**src/rtl/loader_pkg.sv**
```systemverilog
// Shared definitions for the instruction loader: FSM states and frame geometry.
package loader_pkg;

  typedef enum logic [2:0] {
    ST_HDR0,
    ST_HDR1,
    ST_DATA,
    ST_CHK,
    ST_DONE,
    ST_ERR
  } state_t;

  localparam int HDR_LEN        = 2;
  localparam int BYTES_PER_WORD = 4;

endpackage

```
**src/rtl/word_packer.sv**
```systemverilog
// Packs a byte stream little-endian into 32-bit words; strobes word_valid with the
// completed word in the same cycle its fourth byte is accepted.
module word_packer
  import loader_pkg::*;
(
  input  logic        CLK,
  input  logic        reset,
  input  logic        i_clr,
  input  logic        i_byte_en,
  input  logic [7:0]  i_byte,
  output logic        o_word_valid,
  output logic [31:0] o_word
);

  localparam logic [1:0] LAST_BYTE = 2'(BYTES_PER_WORD - 1);

  logic [1:0]  r_cnt;
  logic [31:0] r_shift;
  logic [31:0] w_shift_next;

  // Shifting in from the top leaves the first byte of a group in bits [7:0].
  assign w_shift_next = {i_byte, r_shift[31:8]};

  always_ff @(posedge CLK or negedge reset) begin
    if (!reset) begin
      r_cnt   <= 2'd0;
      r_shift <= 32'd0;
    end else if (i_clr) begin
      r_cnt   <= 2'd0;
      r_shift <= 32'd0;
    end else if (i_byte_en) begin
      r_cnt   <= r_cnt + 2'd1;
      r_shift <= w_shift_next;
    end
  end

  assign o_word_valid = i_byte_en && (r_cnt == LAST_BYTE);
  assign o_word       = w_shift_next;

endmodule

```
**src/rtl/instr_loader.sv**
```systemverilog
// Byte-stream program loader: validates header/checksum, writes instruction memory
// one word at a time and holds the core in reset until a clean load completes.
module instr_loader
  import loader_pkg::*;
#(
  parameter logic [31:0] BASE_ADDR = 32'h0000_0000,
  parameter int          MAX_WORDS = 64
) (
  input  logic        CLK,
  input  logic        reset,
  input  logic        load_req,
  input  logic [7:0]  byte_data,
  input  logic        byte_valid,
  output logic        byte_ready,
  output logic        IMemWE,
  output logic [31:0] IMemAddr,
  output logic [31:0] IMemWD,
  output logic        cpu_run,
  output logic        done,
  output logic        error
);

  localparam logic [15:0] MAX_W = 16'(MAX_WORDS);

  state_t      r_state;
  state_t      w_state_next;
  logic [7:0]  r_xor;
  logic [7:0]  r_cnt_lo;
  logic [15:0] r_count;
  logic [15:0] r_idx;
  logic        r_we;
  logic [31:0] r_addr;
  logic [31:0] r_wd;

  logic        w_acc;
  logic        w_rearm;
  logic [15:0] w_count;
  logic [15:0] w_idx_inc;
  logic        w_word_valid;
  logic [31:0] w_word;

  assign byte_ready = (r_state == ST_HDR0) || (r_state == ST_HDR1) ||
                      (r_state == ST_DATA) || (r_state == ST_CHK);
  assign w_acc      = byte_valid && byte_ready;
  assign w_rearm    = load_req && ((r_state == ST_DONE) || (r_state == ST_ERR));
  assign w_count    = {byte_data, r_cnt_lo};
  assign w_idx_inc  = r_idx + 16'd1;

  word_packer u_packer (
    .CLK          (CLK),
    .reset        (reset),
    .i_clr        (w_rearm),
    .i_byte_en    (w_acc && (r_state == ST_DATA)),
    .i_byte       (byte_data),
    .o_word_valid (w_word_valid),
    .o_word       (w_word)
  );

  always_ff @(posedge CLK or negedge reset) begin
    if (!reset) r_state <= ST_HDR0;
    else        r_state <= w_state_next;
  end

  always_comb begin
    w_state_next = r_state;
    case (r_state)
      ST_HDR0: if (w_acc) w_state_next = ST_HDR1;
      ST_HDR1: begin
        if (w_acc) begin
          if (w_count > MAX_W)        w_state_next = ST_ERR;
          else if (w_count == 16'd0)  w_state_next = ST_CHK;
          else                        w_state_next = ST_DATA;
        end
      end
      ST_DATA: if (w_word_valid && (w_idx_inc == r_count)) w_state_next = ST_CHK;
      ST_CHK:  if (w_acc) w_state_next = (byte_data == r_xor) ? ST_DONE : ST_ERR;
      ST_DONE, ST_ERR: if (load_req) w_state_next = ST_HDR0;
      default: w_state_next = ST_HDR0;
    endcase
  end

  always_ff @(posedge CLK or negedge reset) begin
    if (!reset) begin
      r_xor    <= 8'd0;
      r_cnt_lo <= 8'd0;
      r_count  <= 16'd0;
      r_idx    <= 16'd0;
    end else if (w_rearm) begin
      r_xor <= 8'd0;
      r_idx <= 16'd0;
    end else begin
      if (w_acc && (r_state != ST_CHK)) r_xor <= r_xor ^ byte_data;
      if (w_acc && (r_state == ST_HDR0)) r_cnt_lo <= byte_data;
      if (w_acc && (r_state == ST_HDR1)) r_count <= w_count;
      if (w_word_valid) r_idx <= w_idx_inc;
    end
  end

  // Write port registers; address/data hold between strobes.
  always_ff @(posedge CLK or negedge reset) begin
    if (!reset) begin
      r_we   <= 1'b0;
      r_addr <= BASE_ADDR;
      r_wd   <= 32'd0;
    end else begin
      r_we <= w_word_valid;
      if (w_word_valid) begin
        r_addr <= BASE_ADDR + {14'd0, r_idx, 2'b00};
        r_wd   <= w_word;
      end
    end
  end

  assign IMemWE   = r_we;
  assign IMemAddr = r_addr;
  assign IMemWD   = r_wd;
  assign cpu_run  = (r_state == ST_DONE);
  assign done     = (r_state == ST_DONE);
  assign error    = (r_state == ST_ERR);

endmodule

```
**config.mk**
```make
export PLATFORM = sky130hd
export DESIGN_NAME = instr_loader
export DESIGN_NICKNAME = d
export VERILOG_FILES = /design/src/rtl/loader_pkg.sv /design/src/rtl/word_packer.sv /design/src/rtl/instr_loader.sv
export SDC_FILE = /design/constraint.sdc
export NUM_CORES = 1
export LEC_CHECK = 0
export ABC_AREA = 1
export BUFFER_PORTS_ARGS = -buffer_cell sky130_fd_sc_hd__buf_2
export CORE_MARGIN = 4
export CORE_UTILIZATION = 52
export DETAILED_ROUTE_END_ITERATION = 12
export PLACE_DENSITY = 0.76
export SLEW_MARGIN = 20
export SYNTH_ARGS = -nofsm -noshare
export SYNTH_HDL_FRONTEND = slang
export SYNTH_SLANG_ARGS = --single-unit
```
**constraint.sdc**
```tcl
create_clock -name CLK -period 1.6 [get_ports CLK]
set_input_delay 0.32 -clock CLK [delete_from_list [all_inputs] [get_ports CLK]]
set_output_delay 0.32 -clock CLK [all_outputs]
set_load 0.01 [all_outputs]
```
# Yosys cells after proc, flatten, opt, wreduce, memory -nomap -nowiden
# Cells that the tools add are included.
[totals] regBits=134 latch_bits=0 ramBits=0 rom_bits=0 word_cells=67 memories=0
[op_classes] addsub=2 mul=0 div_mod_pow=0 magnitude_cmp=1 eq_ne=14 shift=0 mux=17 bitwise_logic=2 n_reduce_logical=21
[ops] cell="$mux 32" count=2
[ops] cell="$mux 16" count=2
[ops] cell="$mux 3" count=6
[ops] cell="$add 16x1->16 const B" count=1
[ops] cell="$eq 16x16->1" count=1
[ops] cell="$gt 16x7->1 const B" count=1
[ops] cell="$logic_not 16->1" count=1
[ops] cell="$mux 8" count=2
[ops] cell="$pmux 3 s5" count=1
[ops] cell="$eq 8x8->1" count=1
[ops] cell="$logic_and 1x1->1" count=8
[ops] cell="$ne 2x2->1 const B" count=4
[ops] cell="$xor 8x8->8" count=1
[ops] cell="$eq 3x2->1 const B" count=2
[ops] cell="$eq 3x3->1 const B" count=2
[ops] cell="$reduce_bool 2->1" count=3
[ops] cell="$reduce_and 5->1" count=1
[ops] cell="$logic_or 1x1->1" count=4
[ops] cell="$mux 2" count=2
[ops] cell="$reduce_and 2->1" count=2
[ops] cell="$eq 3x1->1 const B" count=1
[ops] cell="$logic_not 3->1" count=1
[ops] cell="$ne 3x2->1 const B" count=1
[ops] cell="$add 2x1->2 const B" count=1
[ops] cell="5 further kinds" count=6

# Longest topological paths before layout
# Gate-level depths: netlist (run 1).
[depth] depth_word=10 mapped_depth=16 ltp_nobuf=16

# By module
# Synthesis (run 1) repeated with hierarchy kept, for this count alone.
[hier_totals] hier_cells=751 hier_area_um2=6202.2
[modules_own_cells] module="instr_loader" n_inst=1 cells_per_inst=626 area_per_inst_um2=4937.2 seq_area_each_um2=2502.4
[modules_own_cells] module="word_packer" n_inst=1 cells_per_inst=125 area_per_inst_um2=1265.0 seq_area_each_um2=650.6

# Worst setup path before layout (run 1)
# Ideal clock, no wire load.
[synth_timing] path_type="register to register" start="register r_idx[1]" end="register r_state[0]" setup_ns=0.117 t_arrival_ns=1.462 required_ns=1.483 path_slack_ns=0.021 path_stages_with_launch=14 synth_period_minus_slack_ns=1.579 path_cell_list="dfrtp_1 > ha_1 > nand2_2 > nor2_4 > nand3_1 > and2_1 > nor2_1 > nor2_1 > nand2_1 > nor2_1 > nand3_1 > nand2_1 > nand2_1 > nand2_1"
[synth_via] elab_chain_len=5
[synth_rtl] item="from (decl)" line="instr_loader.sv:30" rtl="logic [15:0] r_idx;"
[synth_rtl] item="from (signal assigned)" line="instr_loader.sv:95" rtl="if (w_word_valid) r_idx <= w_idx_inc;"
[synth_rtl] item="$add 16x1->16" line="instr_loader.sv:47" rtl="assign w_idx_inc = r_idx + 16'd1;"
[synth_rtl] item="$eq 16x16->1" line="instr_loader.sv:75" rtl="ST_DATA: if (w_word_valid && (w_idx_inc == r_count)) w_state_next = ST_CHK;"
[synth_rtl] item="$logic_and 1x1->1" line="instr_loader.sv:75"
[synth_rtl] item="$ne 2x1->1 (no line)"
[synth_rtl] item="$reduce_and 5->1 (no line)"
[synth_rtl] item="to (signal assigned)" line="instr_loader.sv:61" rtl="else r_state <= w_state_next;"
[synth_rtl] item="to (decl)" line="instr_loader.sv:25" rtl="state_t r_state;"
# No other way between the ends.
# A chain may end at the register's enable or synchronous reset.

# Worst setup path after layout (run 1)
# Same ends and word-level chain as after synthesis.

==> results of run 1 <==
==> cells in the final DEF, fill, tap and decap left out, types with 4 or more instances in the layout <==
master and n:
dfrtp_1 125, mux2_2 5, nor2_1 24, o21ai_0 71, xor2_1 9, o21ai_1 4
buf_12 6, nand3_1 40, nor3_1 5, nor2_4 8, nand4_1 11, buf_2 61
a21oi_1 4, o22ai_1 30, clkbuf_16 16, nor2_2 4, nand3_2 5, inv_6 4
buf_6 12, conb_1 16, inv_1 69, nand3b_1 4, inv_2 4, buf_4 44
nand2_1 172, nand2_2 10
==> cell type report <==
class	count	share of cell area
Clock buffer	18	0.0589
Timing Repair Buffer	124	0.124
Tap cell	140	0.0241
Inverter	74	0.0386
Multi-Input combinational cell	434	0.301
Clock inverter	14	0.0186
Sequential cell	126	0.434
==> worst max-delay path: cells and delay by family, from the launching register on <==
kind	cells	cell delay (ns)
AND/OR/NAND/NOR	13	1.13
flip-flops	1	0.41
buffers and inverters	2	0.23
==> cells in the mapped netlist (all sizes together), types with 2 or more instances <==
library cell	number
ha	2
a21oi	4
o21ai	77
nor3	5
clkbuf	12
buf	27
o22ai	30
xor2	9
nand3b	4
nor4	2
nand4	11
mux2	5
inv	74
nor2	36
nand3	45
dfrtp	126
nand2	185
==> metrics by stage <==
| stage | area [sq um] | hold slack [ns] | power [mW] | setup TNS, ns |
|---|---|---|---|---|
| 6_report | 7260 | 0.0469 | 12.3 | -0.983 |
| 5_1_grt | 7260 | 0.0588 | 13.1 | -1.90 |
| 4_1_cts | 7120 | 0.0316 | 12.2 | -0.656 |
| 3_5_place_dp | 6460 | 0.262 | 8.34 | -0.396 |
| 3_3_place_gp | 6460 | 0.259 | 8.15 | -0.214 |
| 2_1_floorplan | 5770 | 0.0244 | 6.98 | 0 |
==> power groups by stage <==
| stage | Sequential, mW | Combinational, mW | Clock [mW] |
|---|---|---|---|
| after CTS | 4.89 | 3.63 | 3.68 |
| after detailed placement | 4.92 | 3.43 | 0 |
| after global placement | 4.86 | 3.29 | 0 |
| after global routing | 5.03 | 4.24 | 3.84 |
| after floorplan | 4.91 | 2.07 | 0 |
| final | 4.92 | 3.78 | 3.64 |
==> logic make-up (layout without fill, tap and decap cells) <==
kind of cell,after synthesis,after routing,share of synthesized area
simple gates,290,290,0.224
flops,126,126,0.552
buf+inv,113,230,0.0887
compound gates,111,111,0.105
xor+xnor,10,10,0.0153
mux,5,5,0.00986
fa+ha+maj,2,2,0.00438
other cells,1,16,0.000657
==> registers in the layout (all words and copies together) (netlist names) <==
| name | count |
|---|---|
| IMemWD | 32 |
| u_packer.r_shift | 24 |
| IMemAddr | 16 |
| r_count | 16 |
| r_idx | 16 |
| r_cnt_lo | 8 |
| r_xor | 8 |
| r_state | 3 |
| u_packer.r_cnt | 2 |
| IMemWE | 1 |
==> metal layers <==
layer | vias to the layer above | GRT usage | part of all wire
met5 | - | 0 | 0
met4 | 0 | 0.107 | 0.029
met3 | 35 | 0.0556 | 0.058
met2 | 186 | 0.370 | 0.50
met1 | 2305 | 0.293 | 0.41
li1 | 2345 | - | -
==> repair_timing <==
| action | 4_1_cts | 5_1_grt |
|---|---|---|
| buffers inserted | 4 | 7 |
| gates cloned | 0 | 1 |
| setup endpoints to repair | 20 | 54 |
| endpoints found under the hold margin | 23 | 0 |
| resized for setup | 14 | 27 |
| pin swaps | 1 | 9 |
| hold buffers | 1 | 0 |
==> how the worst max path moves through the flow <==
stage / endpoint / slack (ns) / cells past startpoint
floorplan: r_state[0]$_DFFE_PN0P_ / 0.02 / 13
global placement: r_state[0]$_DFFE_PN0P_ / -0.11 / 13
detailed placement: r_state[0]$_DFFE_PN0P_ / -0.20 / 15
CTS: r_state[0]$_DFFE_PN0P_ / -0.18 / 13
global route: r_state[0]$_DFFE_PN0P_ / -0.42 / 15
finish: r_state[0]$_DFFE_PN0P_ / -0.28 / 15
==> reports/results.tsv, run 1 <==
stage	metric	value	unit
outcome	run_status	complete, but fails checks	
outcome	violations	negative setup slack	
route	route.detailed.drc	0	
floorplanning	dieArea	12700	sq um
sta	worst_slack	-0.278	ns
power_and_ir_drop	p_leak	3.72	nW
hold_path	hold_class	in2reg	
place	dp_cells	885	
critical_path	critPathLaunchType	flip-flop	
route	antenna_left	0	
final_layout	fill_cells	842	
synthesis	async_flop_share	1.00	
route	routed_wl	14.2	mm
critical_path	rr_endpoint	r_state[0]$_DFFE_PN0P_	
synthesis	synth_edf_count	0	
global_route	grt_pass1_wl	23.1	mm
route	dr.first_iter.drc_count	398	
critical_path	crit_path_end_kind	flip-flop	
place	gp_congestion	0.905	
clock_tree	cts.sinks	126	
sta	period_needed	1.88	ns
final_layout	final_cells	930	
critical_path	rr_worst_depth	15	
critical_path	critPathSlowestCell	dfrtp_1	
floorplanning	die_x	113	um
route	vias	4871	
power_and_ir_drop	combPwrFrac	0.306	
synthesis	netlist_instances	658	
global_route	track_usage	0.229	
clock_tree	cts_root_buf	clkbuf_8	
clock_tree	htree_levels	4	
clock_tree	clk_latency	0.54	ns
synthesis	synthDistinctLibCells	30	
route	drtPass1Iterations	5	
critical_path	crit_path_frequent_cell	nand2_1	
place	dp_hpwl	9.67	mm
final_layout	syn2layout_area_growth	27.1	%
floorplanning	fp-row-count	38	
power_and_ir_drop	power_frac_clock	0.295	
synthesis	synthFlopType	dfrtp_1	
sta	maxSlewViolCount	0	
place	portBuffers	64	
critical_path	r2r_start	r_idx[1]$_DFFE_PN0P_	
final_layout	regArea	3150	sq um
power_and_ir_drop	switchingPower	4.35	mW
clock_tree	cts_buffers	17	
clock_tree	clock_path_buffers	2	
critical_path	critPathLaunch	r_idx[1]$_DFFE_PN0P_	
sta	rsz0062_at_grt	true	
sta	skew	0.00862	ns
final_layout	final_util	0.673	
synthesis	synth-seq-cells	126	
route	routed_via_density	5.24	
clock_tree	cts_tree	yes	
synthesis	synth_top_cell_by_area	dfrtp_1	
place	dp_slack	-0.196	ns
sta	fmax	532	MHz
critical_path	critical_path.cell_chain	buf_6 -> buf_4 -> nand2_2 -> nor2_4 -> nand3_2 -> nor2_1 -> nand2_1 -> nand2_1 -> nand2_1 -> nand2_1 -> nor2_1 -> nand3_1 -> nand2_1 -> nand2_1 -> nand2_1	
power_and_ir_drop	powerDensity	1700	nW/um^2
clock_tree	path_clk_slew	0.06	ns
synthesis	yosys_warnings	0	
critical_path	reg2reg_slack	-0.28	ns
route	wl_per_cell	15.3	um
global_route	antenna_found_initial	0	
global_route	grt_overflow	0	
power_and_ir_drop	p_int	7.98	mW
hold_path	min-delay-start	load_req	
hold_path	holdPathEnd	r_state[2]$_DFFE_PN0P_	
power_and_ir_drop	power.share.switching	0.353	
sta	setup_violations	6	
job	maxCapViolations	0	
floorplanning	coreArea	10800	sq um
global_route	grt_max_degree	45	
synthesis	synth_area	5710	sq um
final_layout	nNetsFinal	791	
power_and_ir_drop	seqPwrFrac	0.399	
sta	hold_viol	0	
critical_path	cp_max_fo	8	
floorplanning	initial_core_util	0.529	
hold_path	min_path_cells	3	
synthesis	seq_area_frac_synth	0.552	
floorplanning	ioPinCount	81	
synthesis	avgSynthCellArea	8.68	sq um
critical_path	max_stage_delay	0.41	ns
final_layout	multiInputGateArea	2190	sq um
final_layout	antenna_cells	0	
final_layout	drive_gt1_frac	0.253	
critical_path	critPathKind	reg2reg	
synthesis	synth_area_leaders	dfrtp_1 (55%), nand2_1 (12%), o21ai_0 (6.4%), inv_1 (4.8%), nand3_1 (3.8%)	
floorplanning	die_h	113	um
power_and_ir_drop	vdd_drop_max	1.10	mV
global_route	grt_pass1_vias	4773	
sta	finalCritPeriodShare	1.17	
critical_path	worstPathRequired	2.02	ns
critical_path	worstPathArrival	2.30	ns
synthesis	synth.top_cell.area_share	0.552	
No activity file was read; power rests on OpenSTA's default activity.
==> run 2: changes to the inputs <==
Settings changed: CORE_UTILIZATION 52 to 45, PLACE_DENSITY 0.76 to 0.68.
==> run 2 against run 1 <==
Clock-buffer cell count up 2. Power rose by 1.1%. The flow still finishes with violations (negative setup slack). Via count is 0.55% lower. Combinational power up 2%. Clock skew is 0.0030 ns lower.
==> reports/results.tsv, run 2 (synthesis results as in run 1) <==
stage	metric	value	unit	change
route	routed_via_density	5.04		was 5.24
place	portBuffers	64		unchanged
sta	hold_viol	0		unchanged
final_layout	final_cell_mix	nand2_1 (169), dfrtp_1 (123), o21ai_0 (70), inv_1 (66), buf_2 (61)		was nand2_1 (172), dfrtp_1 (125), o21ai_0 (71), inv_1 (69), buf_2 (61)
sta	finalCritPeriodShare	1.14		was 1.17
clock_tree	clock_path_buffers	2		unchanged
final_layout	antenna_cells	0		unchanged
floorplanning	coreArea	12200	sq um	was 10,800 sq um
critical_path	r2r_start	r_idx[1]$_DFFE_PN0P_		unchanged
route	vias	4844		was 4,871
critical_path	cp_max_fo	6		was 8
critical_path	max_stage_delay	0.40	ns	was 0.41 ns
final_layout	largest_reg_flops	32		unchanged
final_layout	syn2layout_area_growth	29.7	%	was 27.1%
sta	fmax	547	MHz	was 532 MHz
outcome	violations	negative setup slack		unchanged
sta	rsz0062_at_grt	true		unchanged
route	wl_per_cell	15.0	um	was 15.3 um
global_route	grt_pass1_vias	4631		was 4,773
power_and_ir_drop	powerDensity	1680	nW/um^2	was 1700 nW/um^2
route	antenna_left	0		unchanged
global_route	grt_pass1_wl	23.1	mm	unchanged
critical_path	worstPathRequired	1.95	ns	was 2.02 ns
place	dp_cells	913		was 885
outcome	run_status	complete, but fails checks		unchanged
place	dp_hpwl	9.72	mm	was 9.67 mm
floorplanning	die_x	121	um	was 113 um
critical_path	critPathKind	reg2reg		unchanged
floorplanning	fp-row-count	40		was 38
floorplanning	ioPinCount	81		unchanged
critical_path	critPathLaunchType	flip-flop		unchanged
sta	slew_headroom	0.661		
route	dr.first_iter.drc_count	334		was 398
clock_tree	htree_levels	4		unchanged
global_route	grt_max_degree	97		was 45
critical_path	critPathSlowestCell	dfrtp_1		unchanged
clock_tree	cts_root_buf	clkbuf_16		was clkbuf_8
sta	maxSlewViolCount	0		unchanged
route	route.detailed.drc	0		unchanged
sta	skew	0.00566	ns	was 0.00862 ns
sta	tightest_slew	0.509	ns	
sta	setup_violations	2		was 6
floorplanning	initial_core_util	0.468		was 0.529
critical_path	worstPathArrival	2.18	ns	was 2.30 ns
hold_path	hold_class	in2reg		unchanged
power_and_ir_drop	p_leak	3.78	nW	was 3.72 nW
critical_path	critPathLaunch	r_idx[1]$_DFFE_PN0P_		unchanged
critical_path	critical_path.cell_chain	buf_6 -> nand2_4 -> nor2_4 -> buf_12 -> nand2_4 -> nand2_4 -> nand2_2 -> nand2_1 -> nand2_1 -> nor2_1 -> nand2_1 -> nor2_1 -> nand3_1 -> nand2_1 -> nand2_1 -> nand2_1		was buf_6 -> buf_4 -> nand2_2 -> nor2_4 -> nand3_2 -> nor2_1 -> nand2_1 -> nand2_1 -> nand2_1 -> nand2_1 -> nor2_1 -> nand3_1 -> nand2_1 -> nand2_1 -> nand2_1
clock_tree	cts_buffers	17		unchanged
sta	period_needed	1.83	ns	was 1.88 ns
power_and_ir_drop	vdd_drop_max	0.942	mV	was 1.10 mV
clock_tree	cts_tree	yes		unchanged
route	routed_wl	14.4	mm	was 14.2 mm
final_layout	nNetsFinal	794		was 791
floorplanning	dieArea	14600	sq um	was 12,700 sq um
clock_tree	clk_latency	0.42	ns	was 0.54 ns
final_layout	mostFrequentLayoutCell	nand2_1		unchanged
global_route	grt_overflow	0		unchanged
global_route	track_usage	0.203		was 0.229
final_layout	drive_gt1_frac	0.272		was 0.253
route	drtPass1Iterations	5		unchanged
place	gp_congestion	0.886		was 0.905
final_layout	final_cells	961		was 930
clock_tree	path_clk_slew	0.06	ns	about the same
hold_path	min-delay-start	load_req		unchanged
clock_tree	cts.sinks	126		unchanged
critical_path	crit_path_frequent_cell	nand2_1		unchanged
sta	worst_slack	-0.228	ns	was -0.278 ns
final_layout	final_util	0.606		was 0.673
job	maxCapViolations	0		unchanged
global_route	antenna_found_initial	0		unchanged
critical_path	crit_path_end_kind	flip-flop		unchanged
floorplanning	die_h	121	um	was 113 um
[run 2: changes by cell type in the layout (fill, tap and decap cells not counted), moves of 3 or more]
cell | before | now
inv_1 | 69 | 66
inv_6 | 4 | 1
nand2_1 | 172 | 169
clkinv_4 | 3 | 6
nand2_4 | 3 | 8
buf_6 | 12 | 15
[run 2: stage by stage]
step / power, mW / setup slack, ns / cell area (sq um) / hold WS [ns] / setup TNS (ns)
floorplan: 6.98 / 0.0211 / 5770 / 0.0244 / 0
finish: 12.5 / -0.228 / 7410 / 0.162 / -0.429
global route: 13.2 / -0.396 / 7410 / 0.166 / -0.875
global placement: 8.18 / -0.131 / 6480 / 0.385 / -0.262
detailed placement: 8.36 / -0.202 / 6480 / 0.387 / -0.411
CTS: 12.2 / -0.190 / 7140 / 0.143 / -0.411
[run 2: cell type report]
type,count,area [sq um]
clock buffer,20,457
multi-input combinational,434,2260
sequential,126,3160
clock inverter,12,114
fill,1066,4810
inverter,74,283
tap,168,210
timing repair buffer,127,922
[run 2: path summary, 6_finish.rpt]
path / to / slack, ns / cells past startpoint
setup / recovery: r_state[0]$_DFFE_PN0P_ / -0.23 / 16
min in group asynchronous: u_packer.r_shift[10]$_DFFE_PN0P_ / 0.48 / 3
hold reg to reg: IMemAddr[11]$_DFFE_PN0P_ / 0.47 / 2
max in group asynchronous: r_idx[0]$_DFFE_PN0P_ / 0.68 / 3
hold / removal: r_state[2]$_DFFE_PN0P_ / 0.16 / 3
setup reg to reg: r_state[0]$_DFFE_PN0P_ / -0.23 / 16
[run 2: routing by layer]
metal / share of wire / global-route usage / up-vias / wire, um
li1: - / - / 2348 / -
met2: 0.49 / 0.323 / 123 / 7060
met4: 0.024 / 0.0836 / 0 / 347
met5: 0 / 0 / - / 0
met1: 0.45 / 0.270 / 2343 / 6430
met3: 0.037 / 0.0440 / 30 / 536
[run 2: power by group]
| part | internal (mW) | switching [mW] |
|---|---|---|
| Combinational | 1.66 | 2.21 |
| Sequential | 4.23 | 0.696 |
| Clock | 2.22 | 1.45 |
| Total | 8.11 | 4.35 |
[run 2: critical path, delay by kind of cell (launching register included)]
kind	cells	cell delay, ns
simple gates	14	1.08
flops	1	0.40
buf+inv	2	0.28
[run 2: what timing repair did]
item,in CTS,in global routing
pin swaps,8,29
gates resized for setup,11,58
setup endpoints to repair,16,56
setup buffers,7,8
cloned,0,2
hold buffers,1,0
hold endpoints to repair,91,0
